$ cat src/rtl/keccak_pkg.sv
`default_nettype none
// ============================================================================
// Module   : keccak_pkg
// Brief    : Shared Keccak definitions: lane/state geometry, rate-mode
//            encoding, rate lookup and lane extraction helpers.
// Revision : 1.0 - initial release
// ============================================================================
package keccak_pkg;

  localparam int LANE_W    = 64;
  localparam int NUM_LANES = 25;
  localparam int STATE_W   = LANE_W * NUM_LANES;

  // Rate select as driven on the mode input
  typedef enum logic [1:0] {
    SHAKE128 = 2'd0,
    SHAKE256 = 2'd1,
    SHA3_256 = 2'd2,
    SHA3_512 = 2'd3
  } mode_e;

  // Number of rate lanes per permutation for each mode
  function automatic logic [4:0] rate_lanes(input mode_e m);
    logic [4:0] r;
    r = 5'd9;
    case (m)
      SHAKE128: r = 5'd21;
      SHAKE256: r = 5'd17;
      SHA3_256: r = 5'd17;
      SHA3_512: r = 5'd9;
      default:  r = 5'd9;
    endcase
    return r;
  endfunction

  // Lane i = x + 5*y of a flat state vector
  function automatic logic [LANE_W-1:0] lane(input logic [STATE_W-1:0] s,
                                             input logic [4:0]         i);
    return s[32'(i) * LANE_W +: LANE_W];
  endfunction

endpackage
`default_nettype wire

$ cat src/rtl/keccak_squeeze.sv
`default_nettype none
// ============================================================================
// Module   : keccak_squeeze
// Brief    : Captures a permuted Keccak state and streams its rate lanes as
//            64-bit words over valid/ready, requesting further permutations
//            until the programmed number of lanes has been emitted.
// Revision : 1.0 - initial release
// ============================================================================
module keccak_squeeze
  import keccak_pkg::mode_e;
  import keccak_pkg::rate_lanes;
#(
  parameter int LANE_W    = 64,
  parameter int NUM_LANES = 25,
  parameter int LEN_W     = 16
) (
  input  logic                        clk,
  input  logic                        rst_n,
  input  logic                        start_i,
  input  logic [1:0]                  mode_i,
  input  logic [LEN_W-1:0]            len_lanes_i,
  input  logic [LANE_W*NUM_LANES-1:0] state_in_i,
  input  logic                        state_valid_i,
  output logic                        state_ready_o,
  output logic                        perm_req_o,
  output logic [LANE_W-1:0]           dout_o,
  output logic                        dout_valid_o,
  input  logic                        dout_ready_i,
  output logic                        dout_last_o,
  output logic                        busy_o,
  output logic                        done_o
);

  localparam int SW = LANE_W * NUM_LANES;

  typedef enum logic [1:0] {
    IDLE   = 2'd0,
    LOAD   = 2'd1,
    STREAM = 2'd2
  } fsm_e;

  fsm_e              state_q;
  logic [4:0]        rate_q;
  logic [4:0]        idx_q;
  logic [LEN_W-1:0]  rem_q;
  logic [SW-1:0]     buf_q;
  logic [LANE_W-1:0] dout_q;
  logic              dout_valid_q;
  logic              dout_last_q;
  logic              perm_req_q;
  logic              done_q;

  logic [4:0]        idx_nxt;
  logic [LEN_W-1:0]  rate_ext;

  assign idx_nxt  = idx_q + 5'd1;
  assign rate_ext = LEN_W'(rate_q);

  // Control FSM: latches the request, captures the state, walks the rate lanes
  always_ff @(posedge clk or negedge rst_n) begin
    if (!rst_n) begin
      state_q      <= IDLE;
      rate_q       <= '0;
      idx_q        <= '0;
      rem_q        <= '0;
      buf_q        <= '0;
      dout_q       <= '0;
      dout_valid_q <= 1'b0;
      dout_last_q  <= 1'b0;
      perm_req_q   <= 1'b0;
      done_q       <= 1'b0;
    end else begin
      perm_req_q <= 1'b0;
      done_q     <= 1'b0;
      case (state_q)
        IDLE: begin
          if (start_i && (len_lanes_i != '0)) begin
            rate_q  <= rate_lanes(mode_e'(mode_i));
            rem_q   <= len_lanes_i;
            idx_q   <= '0;
            state_q <= LOAD;
          end
        end
        LOAD: begin
          if (state_valid_i) begin
            buf_q        <= state_in_i;
            idx_q        <= '0;
            dout_q       <= state_in_i[LANE_W-1:0];
            dout_valid_q <= 1'b1;
            dout_last_q  <= (rem_q == LEN_W'(1));
            // Ask upstream to permute again while this block drains
            perm_req_q   <= (rem_q > rate_ext);
            state_q      <= STREAM;
          end
        end
        STREAM: begin
          if (dout_ready_i) begin
            rem_q <= rem_q - LEN_W'(1);
            if (rem_q == LEN_W'(1)) begin
              idx_q        <= '0;
              dout_q       <= '0;
              dout_valid_q <= 1'b0;
              dout_last_q  <= 1'b0;
              done_q       <= 1'b1;
              state_q      <= IDLE;
            end else if (idx_q == (rate_q - 5'd1)) begin
              // Rate block exhausted; wait for the next permuted state
              idx_q        <= '0;
              dout_q       <= '0;
              dout_valid_q <= 1'b0;
              dout_last_q  <= 1'b0;
              state_q      <= LOAD;
            end else begin
              idx_q       <= idx_nxt;
              dout_q      <= buf_q[32'(idx_nxt) * LANE_W +: LANE_W];
              dout_last_q <= (rem_q == LEN_W'(2));
            end
          end
        end
        default: state_q <= IDLE;
      endcase
    end
  end

  assign state_ready_o = (state_q == LOAD);
  assign busy_o        = (state_q != IDLE);
  assign perm_req_o    = perm_req_q;
  assign dout_o        = dout_q;
  assign dout_valid_o  = dout_valid_q;
  assign dout_last_o   = dout_last_q;
  assign done_o        = done_q;

endmodule
`default_nettype wire
$ cat config.mk
export PLATFORM = sky130hd
export DESIGN_NAME = keccak_squeeze
export DESIGN_NICKNAME = d
export VERILOG_FILES = /design/src/rtl/keccak_pkg.sv /design/src/rtl/keccak_squeeze.sv
export SDC_FILE = /design/constraint.sdc
export NUM_CORES = 2
export LEC_CHECK = 0
export ABC_AREA = 1
export BUFFER_PORTS_ARGS = -buffer_cell sky130_fd_sc_hd__buf_2
export CORE_AREA = 2 2 655 657
export DETAILED_ROUTE_END_ITERATION = 16
export DIE_AREA = 0 0 657 659
export SYNTH_ARGS = -nofsm -noshare
export SYNTH_HDL_FRONTEND = slang
export SYNTH_SLANG_ARGS = --single-unit
$ cat constraint.sdc
create_clock -name clk -period 2.4 [get_ports clk]
set_clock_uncertainty 0.2 [all_clocks]
set_input_delay 0.6 -clock clk [delete_from_list [all_inputs] [get_ports clk]]
set_output_delay 0.6 -clock clk [all_outputs]
set_load 0.1 [all_outputs]
==> results.cfg <==
[hold_path]
hp-class = in -> reg
hold_path.startpoint = state_in_i[112]

[grt]
grt_pass1_vias = 94200
grt_pass1_wl_um = 761000
grt_max_degree = 113
grt-ovfl-total = 0
antenna_found_initial = 282
groute.usage.overall_pct = 25.2

[finish]
final_common_cell = nand2_1
final_cells = 20600
drive_above_1_share_pct = 22.9
final_cell_mix = 6,015 x nand2_1, 1,683 x dfrtp_1, 1,656 x buf_2
area_growth_pct = 62.1
fillCellCount = 44800
nets = 16200
fin_area_mm2 = 0.130

[drt]
route.detailed.drc = 0
drt_wl_total_um = 569000
drt_iter0_drc = 9773
ant_nets = 0
detail_route.first_pass.iterations = 6
viasPerCell = 4.57
wl_per_cell_um = 27.6
vias = 94300

[setup_path]
cp_max_fo = 27
crit_start = idx_q[0]
worstSetupStartpointType = register
r2r-start = idx_q[0]
endpoint_kind = register
crit_type = reg -> reg
crit_arrival_ns = 3.48
required_ns = 3.00

[floorplan]
fp.coreArea_mm2 = 0.426
initial_utilization_pct = 18.9
die_w_um = 657
die_h_um = 659
core.rowCount = 240
dieArea_mm2 = 0.433
io_pins = 1693

[synth]
synthArstFlopShare_pct = 100
synth_seq_area_share_pct = 52.7
yosys.area.top_type_share_pct = 52.7
synth_area_leaders = dfrtp_1 53%, nand2_1 28%, nand3_1 8.1%, buf_2 2.4%, o21ai_0 1.8%
syn_area_mm2 = 0.0805
synth_fp_nets = 12500
ys_ff_latch = 1695
synth_ff_type = dfrtp_1
synth_edf_count = 0
syn-instance-count = 10900
synth_top_area_cell = dfrtp_1
yosysWarnings = 0
yosysUniqueCellTypes = 33
syn_area_per_cell_um2 = 7.37

[timing]
rsz0062_at_grt = yes
slew_headroom_pct = 30.4
final.setup.worst_slack_ns = -0.480
final-setup-viol-count = 371
finalCritPeriodShare_pct = 120
finalHoldViolations = 0
fmax_ghz = 0.347
min_period_ns = 2.88
worst_pin_slew_ns = 1.04
maxSlewViolCount = 0

[placement]
dp_cells = 18400
pre_cts_ws_ns = -1.02
hpwl_um = 442000
placed_area_mm2 = 0.102
gp_congestion = 1.01
portBuffers = 1692

[cts]
cts_tree = done
clk_latency_ns = 0.96
root_buffer = clkbuf_16
clk_pin_slew_ns = 0.06
cts_buffer_depth = 4
cts_buffers = 210
h-tree-depth = 4
cts_num_sinks = 1695

[power]
powerDensity_mw_per_mm2 = 1320
p_leak_nw = 64.9
peakVddDrop_uv = 729

[outcome]
violations = negative setup slack
status = finished with violations

[run]
max-cap-violations = 0
[path summary, 6_finish.rpt]
path	end	slack [ns]	cells past startpoint
worst min register to register	buf_q[1338]	0.28	2
worst max register to register	dout_o[15]	-0.48	12
max in group asynchronous	buf_q[1556]	0.34	3
worst max-delay path	dout_o[15]	-0.48	12
min in group asynchronous	buf_q[558]	0.24	3
worst min-delay path	buf_q[112]	0.12	3
[cells by family after synthesis]
| kind of cell | synth area share [%] |
|---|---|
| AOI/OAI and AO/OA | 4.03 |
| adders and majority gates | 0.140 |
| buffers and inverters | 5.37 |
| xor gates and xnor gates | 0.0995 |
| and+or+nand+nor | 37.7 |
| DFF | 52.7 |
[report_power, final]
group          total (mW)  leakage [nW]  switching (mW)  internal, mW
combinational        86.7          40.3            56.2          30.5
clock                33.7          3.53            14.4          19.3
sequential           51.2          21.1            9.28          42.0
[metrics by stage]
stage          power [mW]  hold slack [ns]  utilization [%]  TNS [ns]
4_1_cts               170           0.0477             30.2    -51.26
3_5_place_dp          129            0.265             24.0    -44.45
2_1_floorplan        85.8            0.104                -         0
5_1_grt               181           0.0755             30.6    -70.10
6_report              172            0.123             30.6    -43.58
3_3_place_gp          129            0.263             24.0    -45.34
[sequential cells by signal (all words and copies together), names as in the netlist]
name and flops:
dout_o 64, dout_last_o 1, done_o 1, state_q 2, idx_q 5, perm_req_o 1
rem_q 16, dout_valid_o 1, buf_q 1600, rate_q 4
[cells in the mapped netlist, types with 5 or more instances]
cell type / n
nand2_1: 6086
dfrtp_1: 1695
nand3_1: 1308
buf_2: 386
clkbuf_1: 312
o21ai_0: 290
inv_1: 263
nor2_1: 223
o211ai_1: 100
a21oi_1: 72
o21ai_1: 41
o21bai_1: 39
buf_1: 24
o31ai_1: 17
buf_4: 11
ha_1: 9
inv_2: 9
xor2_1: 5
[metal layers]
layer | wire, um | vias to the layer above | global-route usage, % | share of wire (%)
met5 | 557 | - | 0 | 0.098
met3 | 40400 | 1658 | 4.36 | 7.1
met4 | 50000 | 82 | 18.2 | 8.8
met1 | 213000 | 45500 | 29.3 | 37
met2 | 265000 | 5271 | 41.9 | 47
li1 | - | 41800 | - | -
[critical path, stage by stage (launching register included)]
cell	delay (ns)
dfrtp_4	0.50
ha_4	0.33
inv_16	0.18
buf_4	0.17
buf_12	0.20
nand3_1	0.11
nand3_1	0.18
nand3_2	0.20
buf_12	0.19
nand2_1	0.07
nand2_1	0.15
nand3_1	0.16
a21oi_2	0.06
[timing repair]
item,4_1_cts,5_1_grt
gates resized for setup,452,278
gates cloned,11,9
pin swaps,44,42
setup buffers,30,22
setup endpoints to repair,310,512
hold buffers,1624,0
endpoints found under the hold margin,2515,0
[area by class of cell]
| cell class | count | area [um2] | share of cell area, % |
|---|---|---|---|
| clock inverters | 95 | 1140 | 0.877 |
| multi-input cells | 8212 | 36500 | 28.0 |
| inverters | 272 | 1060 | 0.813 |
| diodes | 180 | 450 | 0.345 |
| clock buffers | 288 | 6010 | 4.61 |
| flip-flops and latches | 1695 | 42400 | 32.5 |
| well taps | 5687 | 7120 | 5.45 |
| repair buffers | 4190 | 35700 | 27.4 |
(Power assumes the default switching activity.)
